<file path="config.mk">
export PLATFORM = sky130hd
export DESIGN_NAME = mux_two_arbiter_flat
export DESIGN_NICKNAME = d
export VERILOG_FILES = /design/src/rtl/mux_two_arbiter_if.sv /design/src/rtl/mux_two_arbiter.sv /design/src/flat_wrapper.sv
export SDC_FILE = /design/constraint.sdc
export NUM_CORES = 1
export LEC_CHECK = 0
export ABC_AREA = 0
export ABC_CLOCK_PERIOD_IN_PS = 3600
export CAP_MARGIN = 20
export CORE_AREA = 4 4 41 43
export DETAILED_ROUTE_END_ITERATION = 7
export DIE_AREA = 0 0 45 47
export PLACE_DENSITY = 0.69
export SLEW_MARGIN = 30
export SYNTH_ARGS = -nofsm -noshare
export SYNTH_HDL_FRONTEND = slang
export SYNTH_SLANG_ARGS = --single-unit
</file>
<file path="constraint.sdc">
create_clock -name clk -period 3.6 [get_ports clk]
set_input_delay 1.08 -clock clk [delete_from_list [all_inputs] [get_ports clk]]
set_output_delay 1.08 -clock clk [all_outputs]
set_load 0.02 [all_outputs]
</file>
<file path="src/rtl/mux_two_arbiter_if.sv">
// Request/grant and datapath bundle between two requesters and the mux arbiter.
// The master modport is the requester side. The slave modport is the arbiter.
interface mux_two_arbiter_if #(
  parameter int WIDTH = 1
);
  logic             req_a;
  logic             req_b;
  logic [WIDTH-1:0] a;
  logic [WIDTH-1:0] b;
  logic             select;
  logic             grant_a;
  logic             grant_b;
  logic [WIDTH-1:0] out;
  logic             out_valid;

  modport master (
    output req_a, req_b, a, b,
    input  select, grant_a, grant_b, out, out_valid
  );

  modport slave (
    input  req_a, req_b, a, b,
    output select, grant_a, grant_b, out, out_valid
  );
endinterface

</file>
<file path="src/rtl/mux_two_arbiter.sv">
// Round-robin arbiter that owns the select line of a shared 2:1 mux.
// It limits how long one side may hold the grant, and registers the muxed data.
module mux_two_arbiter #(
  parameter int WIDTH    = 1,
  parameter int MAX_HOLD = 4
) (
  input  logic               clk,
  input  logic               reset,
  mux_two_arbiter_if.slave   bus,
  output logic [1:0]         dbg_state
);
  // Handshake: a requester holds req high, with its data stable, for as long as it
  // sees its grant. The grant is registered and follows req by one cycle. A request
  // is dropped by lowering req. out_valid marks out, which captured the granted
  // input at the edge that ended the grant cycle.
  localparam int CW = (MAX_HOLD > 1) ? $clog2(MAX_HOLD) : 1;
  localparam logic [CW-1:0] HOLD_LAST = CW'(MAX_HOLD - 1);

  typedef enum logic [1:0] {
    IDLE    = 2'd0,
    GRANT_A = 2'd1,
    GRANT_B = 2'd2
  } state_t;

  state_t           state;
  state_t           nxt;
  logic [CW-1:0]    cnt;
  logic             last;
  logic             sel_q;
  logic             ga_q;
  logic             gb_q;
  logic [WIDTH-1:0] out_q;
  logic             ov_q;

  always_comb begin
    nxt = state;
    case (state)
      IDLE: begin
        if (bus.req_a && bus.req_b) nxt = last ? GRANT_A : GRANT_B;
        else if (bus.req_a)         nxt = GRANT_A;
        else if (bus.req_b)         nxt = GRANT_B;
      end
      GRANT_A: begin
        if (!bus.req_a)                        nxt = bus.req_b ? GRANT_B : IDLE;
        else if (bus.req_b && cnt == HOLD_LAST) nxt = GRANT_B;
      end
      GRANT_B: begin
        if (!bus.req_b)                        nxt = bus.req_a ? GRANT_A : IDLE;
        else if (bus.req_a && cnt == HOLD_LAST) nxt = GRANT_A;
      end
      default: nxt = IDLE;
    endcase
  end

  always_ff @(posedge clk) begin
    if (reset) begin
      state <= IDLE;
      cnt   <= '0;
      last  <= 1'b1;
      sel_q <= 1'b0;
      ga_q  <= 1'b0;
      gb_q  <= 1'b0;
      out_q <= '0;
      ov_q  <= 1'b0;
    end else begin
      out_q <= sel_q ? bus.b : bus.a;
      ov_q  <= ga_q | gb_q;
      state <= nxt;
      ga_q  <= (nxt == GRANT_A);
      gb_q  <= (nxt == GRANT_B);
      // A new owner restarts its hold count. A continuing owner counts up and saturates.
      if (nxt != IDLE && nxt != state) begin
        cnt  <= '0;
        last <= (nxt == GRANT_B);
      end else if (nxt != IDLE && cnt != HOLD_LAST) begin
        cnt <= cnt + 1'b1;
      end
      if (nxt == GRANT_A)      sel_q <= 1'b0;
      else if (nxt == GRANT_B) sel_q <= 1'b1;
    end
  end

  assign bus.select    = sel_q;
  assign bus.grant_a   = ga_q;
  assign bus.grant_b   = gb_q;
  assign bus.out       = out_q;
  assign bus.out_valid = ov_q;
  assign dbg_state     = state;
endmodule

</file>
<file path="src/flat_wrapper.sv">
// flat-port wrapper written by rule: the top's interface ports become plain ports
module mux_two_arbiter_flat 
#(
  parameter int WIDTH    = 1,
  parameter int MAX_HOLD = 4
)
  (clk, reset, dbg_state, bus_req_a, bus_req_b, bus_a, bus_b, bus_select, bus_grant_a, bus_grant_b, bus_out, bus_out_valid);
  mux_two_arbiter_if #(.WIDTH(WIDTH)) bus_i ();
  input  logic clk;
  input  logic reset;
  output logic [1:0] dbg_state;
  input wire logic [$bits(bus_i.req_a)-1:0] bus_req_a;
  input wire logic [$bits(bus_i.req_b)-1:0] bus_req_b;
  input wire logic [$bits(bus_i.a)-1:0] bus_a;
  input wire logic [$bits(bus_i.b)-1:0] bus_b;
  output wire logic [$bits(bus_i.select)-1:0] bus_select;
  output wire logic [$bits(bus_i.grant_a)-1:0] bus_grant_a;
  output wire logic [$bits(bus_i.grant_b)-1:0] bus_grant_b;
  output wire logic [$bits(bus_i.out)-1:0] bus_out;
  output wire logic [$bits(bus_i.out_valid)-1:0] bus_out_valid;
  assign bus_i.req_a = bus_req_a;
  assign bus_i.req_b = bus_req_b;
  assign bus_i.a = bus_a;
  assign bus_i.b = bus_b;
  assign bus_select = bus_i.select;
  assign bus_grant_a = bus_i.grant_a;
  assign bus_grant_b = bus_i.grant_b;
  assign bus_out = bus_i.out;
  assign bus_out_valid = bus_i.out_valid;
  mux_two_arbiter #(.WIDTH(WIDTH), .MAX_HOLD(MAX_HOLD)) u_core (.clk(clk), .reset(reset), .bus(bus_i), .dbg_state(dbg_state));
endmodule
</file>
# Word-level counts from Yosys, hierarchy flattened
# Cells that the tools add are included.
[classes] bitwise_logic=1 eq_ne=7 reduce_logical=9 muxes=12 addsub=1
[ops] cell="$mux 2" n=9
[ops] cell="$eq 2x2->1 const B" n=3
[ops] cell="$pmux 2 s3" n=1
[ops] cell="$logic_and 1x1->1" n=5
[ops] cell="$eq 2x1->1 const B" n=2
[ops] cell="$reduce_or 2->1" n=2
[ops] cell="$add 2x1->2 const B" n=1
[ops] cell="$logic_not 2->1" n=1
[ops] cell="$mux 1" n=2
[ops] cell="$ne 2x2->1" n=1
[ops] cell="$ne 2x2->1 const B" n=1
[ops] cell="$reduce_bool 2->1" n=1
[ops] cell="$or 1x1->1" n=1
[word_totals] regBits=10 input_bits=6

# Logic depth before layout (Yosys ltp)
# Gate-level depths: netlist (run 1).
[depth] word_depth=8 depth_mapped=5

# Worst setup path before layout (run 1)
# OpenSTA, ideal clock, no wires.
[synth_path] kind="input -> register" from="input port reset" to="register u_core.cnt[1]" path_slack_ps=1780 arrival_time_ps=1756 required_time_ps=3536 stages=5 cell_sequence="buf_4 nand2b_1 o32ai_2 nand2_1 nor2_1"
[synth_via] elab_chain_len=1
[synth_lines] element="start, declared" line_no="flat_wrapper.sv:10" text="input logic reset;"
[synth_lines] element="$reduce_or 2->1 (no source line)"
[synth_lines] element="end signal, assigned" line_no="mux_two_arbiter.sv:76" text="cnt <= cnt + 1'b1;"
[synth_lines] element="end, declared" line_no="mux_two_arbiter.sv:27" text="logic [CW-1:0] cnt;"
# No other way between the ends.
# A chain may end at the register's enable or synchronous reset.

# Worst setup path after layout (run 1)
[layout_path] from="register u_core.state[0], in the netlist u_core.dbg_state[0]" to="output port dbg_state[0]"
[layout_rtl] element="start, declared" line_no="mux_two_arbiter.sv:25" text="state_t state;"
[layout_rtl] element="start signal, assigned" line_no="mux_two_arbiter.sv:68" text="state <= nxt;"
[layout_rtl] element="end, declared" line_no="flat_wrapper.sv:11" text="output logic [1:0] dbg_state;"
# No word-level cell between the ends.

==> results.md, run 1 <==
* Crit path max fanout at 10
* Power Total at 287 uW
* Simple-Gate Fraction of Synth Area at 24.7%
* Vias per cell at 4.80
* Synth Area in Compound Gates at 15.4%
* Inserted Clock Buffers at 3
* Std-Cell Rows at 13
* Slew Limit Fails at 0
* Kind of start point of the critical path: register
* First DRT Iteration DRCs at 6
* Area Overhead vs Synth at 32.1%
* Mapped Area at 472 sq um
* Pin count of the biggest net entering global routing at 11
* Comb power frac at 19.7%
* Yosys top cell by area: dfxtp_1
* CP top delay family: buffers and inverters
* Final Hold Vio Count at 0
* Placer Congestion at 0.756
* Multi-input gate area at 240 sq um
* Yosys warns at 0
* Total GRT Usage at 10.3%
* H-Tree Depth at 1
* Slowest stage cell, crit path: clkdlybuf4s50_1
* Layout cells sized above 1 at 10.6%
* Leading cell types in the layout, fill and taps excluded: 12 x nor2_1, 12 x clkdlybuf4s50_1, 10 x dfxtp_1
* Status: finished clean
* Via Count at 389
* Avg WL per Cell at 11.0 microns
* CTS resizes at 0
* Vias in the first global route at 357
* CP arrival at 1460 ps
* Design Area, Final at 623 sq um
* First-pass iteration count of the detailed router at 4
* Post-route setup slack at 1060 ps
* CTS root buf: clkbuf_4
* Diode count at 0
* Worst-Margin Slew at 364 ps
* Initial antenna violation count at 0
* Clock tree sinks at 10
* Relative slew margins at 75.7%
* Maximum operating frequency at 0.393 GHz
* CTS tree: built
* Largest family of logic cells by synthesized area: simple AND/OR/NAND/NOR gates
* Worst path bufs/invs at 1
* Share of the synthesized area in the top cell type at 42.4%
* Setup Skew at 6.10 ps
* # nets final at 74
* Min-Delay Path Class: reg -> reg
* Peak VDD IR at 0.000222 V
* Synth cell types at 24
* Register area share after synthesis at 42.4%
* Post-Syn Instances at 53
* Number of synthesized register bits at 10
* Setup Total Neg Slack at 0 ps
* Mux cell area share after synthesis at 6.37%
* Sw frac at 26.5%
* Starting Density at 36.2%
* Power per cell area at 461 nW/um^2
* CTS Buffer Depth at 2
* Worst skew pair latency at 270 ps
* Fin cells at 81
* Seq pwr share at 44.9%
* Reg area at 200 sq um
* # setup viols final at 0
* Internal power at 211 uW
* Required time of the critical path at 2520 ps
* Fin crit share at 70.6%
* Leak Pwr at 0.000258 uW
* Unrepaired setup endpoints after global routing: false
* Post-DRT Antenna Nets at 0
* Core ar. at 1300 sq um
* Area post-placement at 587 sq um
* Synth area leaders: dfxtp_1 42%, nor2_1 9.5%, mux2i_1 6.4%
* Fillcell total at 132
* Clock share of power at 35.4%
* Chip Width at 45 microns
* Synth Area in Adders at 2.65%
* Post-synthesis xor/xnor area fraction at 1.86%
* P_sw at 76.2 uW
* Residual DRC at 0
* DP Wirelength at 643 microns
* Syn Nets at 60
* Dpl ws at 1110 ps
* Fin crit period at 2540 ps
* Global-route wire length before repair at 1490 microns
* Post-CTS setup buffers at 0
* Max Cap Violations at 0
* CP max stage delay at 680 ps
* Syn Area/Cell at 8.90 sq um
* CP endpoint kind: output port
* Port bufs at 12
* DP Cell Count at 77
* Die height at 47 microns
* Worst-path clk slew at 70 ps
* Critical path, cell by cell: clkdlybuf4s50_1
* Overflow left after global routing at 0
* CP Class: reg -> out
* DIE AREA at 2120 sq um
* Ports at 13
* # hold bufs at CTS at 0
* Final WL at 889 microns
cell usage after synthesis (all sizes together):
| master | count |
|---|---|
| nor2 | 12 |
| dfxtp | 10 |
| nand2 | 6 |
| buf | 3 |
| mux2i | 3 |
| and3 | 2 |
| inv | 2 |
| a211o | 1 |
| a211oi | 1 |
| a221oi | 1 |
| a31oi | 1 |
| and2 | 1 |
| and2b | 1 |
| ha | 1 |
| nand2b | 1 |
| nand3 | 1 |
| nor2b | 1 |
| nor3 | 1 |
| o2111ai | 1 |
| o21ai | 1 |
| o32ai | 1 |
| xnor2 | 1 |
per-stage QoR:
step | util [%] | hold WS, ps
finish | 47.9 | 467
global route | 47.9 | 513
CTS | 47.9 | 470
detailed placement | 45.1 | 452
global placement | 45.1 | 476
floorplan | - | 461
final timing paths:
kind	from	endpoint	slack, ps	depth (start not counted)
min	u_core.bus.grant_a	u_core.bus.out_valid	470	2
max reg2reg	u_core.cnt[0]	u_core.bus.select	2090	5
min reg2reg	u_core.bus.grant_a	u_core.bus.out_valid	470	2
max	u_core.dbg_state[0]	dbg_state[0]	1060	1
power by group through the flow:
stage                     Combinational [uW]  Clock (uW)  Sequential, uW
final                                   56.5         102             129
after global routing                    63.9         106             131
after CTS                               57.1         103             129
after detailed placement                56.7           0             132
after global placement                  56.7           0             132
after floorplan                         32.9           0             135
routing by layer:
metal  wire (microns)  global-route usage, %
met5                0                      0
met4               10                   10.5
met3               56                   2.68
met2              366                   12.7
met1              455                   13.7
area by class of cell:
type | count | area share, %
clock buffer | 4 | 5.82
inverter | 2 | 1.20
multi-input combinational | 38 | 38.6
sequential | 10 | 32.1
tap | 15 | 3.01
timing repair buffer | 12 | 19.3
kinds of logic after synthesis:
family,after synthesis
simple gates,26
flops,10
compound gates,7
buf+inv,5
mux,3
xor+xnor,1
fa+ha+maj,1
flip-flops by register name, summed over array words and instances, names as in the netlist:
signal / flops
u_core.last: 1
u_core.bus.out: 1
u_core.dbg_state: 2
u_core.bus.grant_a: 1
u_core.bus.grant_b: 1
u_core.bus.select: 1
u_core.cnt: 2
u_core.bus.out_valid: 1
No activity file was read; power rests on OpenSTA's default activity.
==> run 2: changes to the inputs <==
- ABC_CLOCK_PERIOD_IN_PS: 3600 -> 2350
- clock period: 3.6 -> 2.35 ns (I/O delays scaled with it)
==> run 2 against run 1 <==
Flip-flop and latch count stayed put. Core utilization is 0.58 points higher. Combinational power is 55% higher. Die area stayed put. Clock skew is 3.6 ps lower. Worst hold slack worse by 0.71 ps. Largest power group unchanged. Cell area is 1.2% higher. Register-to-register slack worse by 1300 ps. Power is 54% higher. Setup slack worse by 900 ps. Non-clock buffer count is 1 higher. Critical endpoint unchanged.
==> results.md, run 2 (synthesis gave the netlist of run 1 again) <==
* Slew Limit Fails at 0 (unchanged)
* Layout cells sized above 1 at 11.9% (+1.3 points)
* Global-route wire length before repair at 1520 microns (+1.9%)
* Overflow left after global routing at 0 (unchanged)
* Final Hold Vio Count at 0 (unchanged)
* Worst hold slack at 466 ps (-0.714 ps)
* Final WL at 980 microns (+10%)
* Unrepaired setup endpoints after global routing: false
* R2R Path Start: u_core.cnt[0]
* Crit path max fanout at 10 (unchanged)
* Reg2reg path depth at 5 (unchanged)
* CTS resizes at 0 (unchanged)
* Reg area at 200 sq um (unchanged)
* Min-Delay Path Class: reg -> reg
* Fin crit share at 93.3%
* Relative slew margins at 75.5% (-0.23 points)
* Vias per cell at 5.10 (+6.1%)
* Residual DRC at 0 (unchanged)
* # setup viols final at 0 (unchanged)
* # nets final at 75 (+1.4%)
* CP top delay family: buffers and inverters
* First DRT Iteration DRCs at 13 (+7)
* Core ar. at 1300 sq um (unchanged)
* # hold bufs at CTS at 0 (unchanged)
* Maximum operating frequency at 0.456 GHz
* Ports at 13 (unchanged)
* Chip Width at 45 microns (unchanged)
* Avg WL per Cell at 12.0 microns (+8.9%)
* Comb power frac at 19.9% (+0.2 points)
* Std-Cell Rows at 13 (unchanged)
* Leak Pwr at 0.000263 uW (+1.9%)
* CTS root buf: clkbuf_4
* Worst skew pair latency at 260 ps (about the same)
* Peak VDD IR at 0.000413 V (+86%)
* Multi-input gate area at 240 sq um (unchanged)
* Sw frac at 26.5% (-0.082 points)
* CP endpoint kind: output port
* Kind of start point of the critical path: register
* Worst-Margin Slew at 367 ps (+3.35 ps)
* Status: finished clean
* Placer Congestion at 0.789 (+4.4%)
* R2r setup slk at 840 ps (-1250 ps)
* CTS tree: built
* CTS Buffer Depth at 2 (unchanged)
* CP arrival at 1490 ps (+30 ps)
* Port bufs at 12 (unchanged)
* Seq pwr share at 45.2% (+0.3 points)
* CP max stage delay at 680 ps (about the same)
* Clock tree sinks at 10 (unchanged)
* Internal power at 324 uW (+54%)
* Max Cap Violations at 0 (unchanged)
* Pin count of the biggest net entering global routing at 11 (unchanged)
* Worst-path clk slew at 70 ps (about the same)
* Worst path bufs/invs at 1 (unchanged)
* Starting Density at 36.2% (unchanged)
* Power per cell area at 699 nW/um^2 (+52%)
* Slowest stage cell, crit path: clkdlybuf4s50_1
* Area Overhead vs Synth at 33.7%
* Inserted Clock Buffers at 3 (unchanged)
* Hold path start: u_core.bus.grant_a
* CP Class: reg -> out
* Die height at 47 microns (unchanged)
* Setup Skew at 2.46 ps (-3.63 ps)
* First-pass iteration count of the detailed router at 4 (unchanged)
* Clock share of power at 34.9% (-0.5 points)
* H-Tree Depth at 1 (unchanged)
* Hold path cells at 2 (unchanged)
* Reg-to-Reg End: u_core.bus.select
* Fillcell total at 130 (-1.5%)
* Initial antenna violation count at 0 (unchanged)
* Via Count at 418 (+7.5%)
* P_sw at 117 uW (+53%)
* Fin cells at 82 (+1.2%)
* Diode count at 0 (unchanged)
* DIE AREA at 2120 sq um (unchanged)
* DP Cell Count at 78 (+1.3%)
* DP Wirelength at 697 microns (+8.3%)
* Post-CTS setup buffers at 0 (unchanged)
* Total GRT Usage at 10.0% (-0.25 points)
* Required time of the critical path at 1640 ps (-880 ps)
* Leading cell types in the layout, fill and taps excluded: 12 x nor2_1, 12 x clkdlybuf4s50_1, 10 x dfxtp_1
* Power Total at 441 uW (+54%)
* End point of the worst hold path: u_core.bus.out_valid
* Post-DRT Antenna Nets at 0 (unchanged)
* Fin crit period at 2190 ps
* Critical path, cell by cell: clkdlybuf4s50_1
* Vias in the first global route at 361 (+1.1%)
* Setup Total Neg Slack at 0 ps (unchanged)
## run 2: cell count changes in the layout (fill, tap and decap cells not counted), sizes merged
cell	change
buf	+1
## run 2: cell type report
class	count	share of cell area, %
Multi-Input combinational cell	38	38.1
Sequential cell	10	31.7
Timing Repair Buffer	13	20.2
Clock buffer	4	5.75
Tap cell	15	2.98
Inverter	2	1.19
## run 2: worst max path at each step
stage                        start  cells after the start                 to
6_report       u_core.dbg_state[0]                      1       dbg_state[0]
3_5_place_dp             bus_req_a                      5  u_core.bus.select
4_1_cts        u_core.dbg_state[0]                      1       dbg_state[0]
3_3_place_gp             bus_req_a                      5  u_core.bus.select
5_1_grt        u_core.dbg_state[0]                      1       dbg_state[0]
2_1_floorplan                reset                      5      u_core.cnt[1]
## run 2: power groups by stage
stage	clock [uW]	sequential (uW)	combinational (uW)
global placement	0	202	86.6
CTS	154	199	88.6
global route	162	201	96.7
detailed placement	0	203	87.8
finish	154	199	87.8
floorplan	0	207	50.4
## run 2: worst register-to-register path, stage by stage, from the launching register on
cell and delay (ps):
dfxtp_1 330, ha_1 290, and3_1 220, a31oi_1 140, o2111ai_1 210, a221oi_2 250
## run 2: per-stage QoR
stage / worst slack (ps) / instance area (sq um) / util [%]
4_1_cts: 155 / 631 / 48.5
6_report: 157 / 631 / 48.5
5_1_grt: 92.5 / 631 / 48.5
3_3_place_gp: 322 / 594 / 45.7
3_5_place_dp: 233 / 594 / 45.7
2_1_floorplan: 905 / 472 / -
## run 2: routing by layer
metal / global-route usage [%] / up-vias / wire, microns
li1: - / 207 / -
met1: 11.8 / 192 / 474
met2: 15.8 / 16 / 414
met3: 3.83 / 3 / 80
met4: 5.26 / 0 / 11
met5: 0 / - / 0
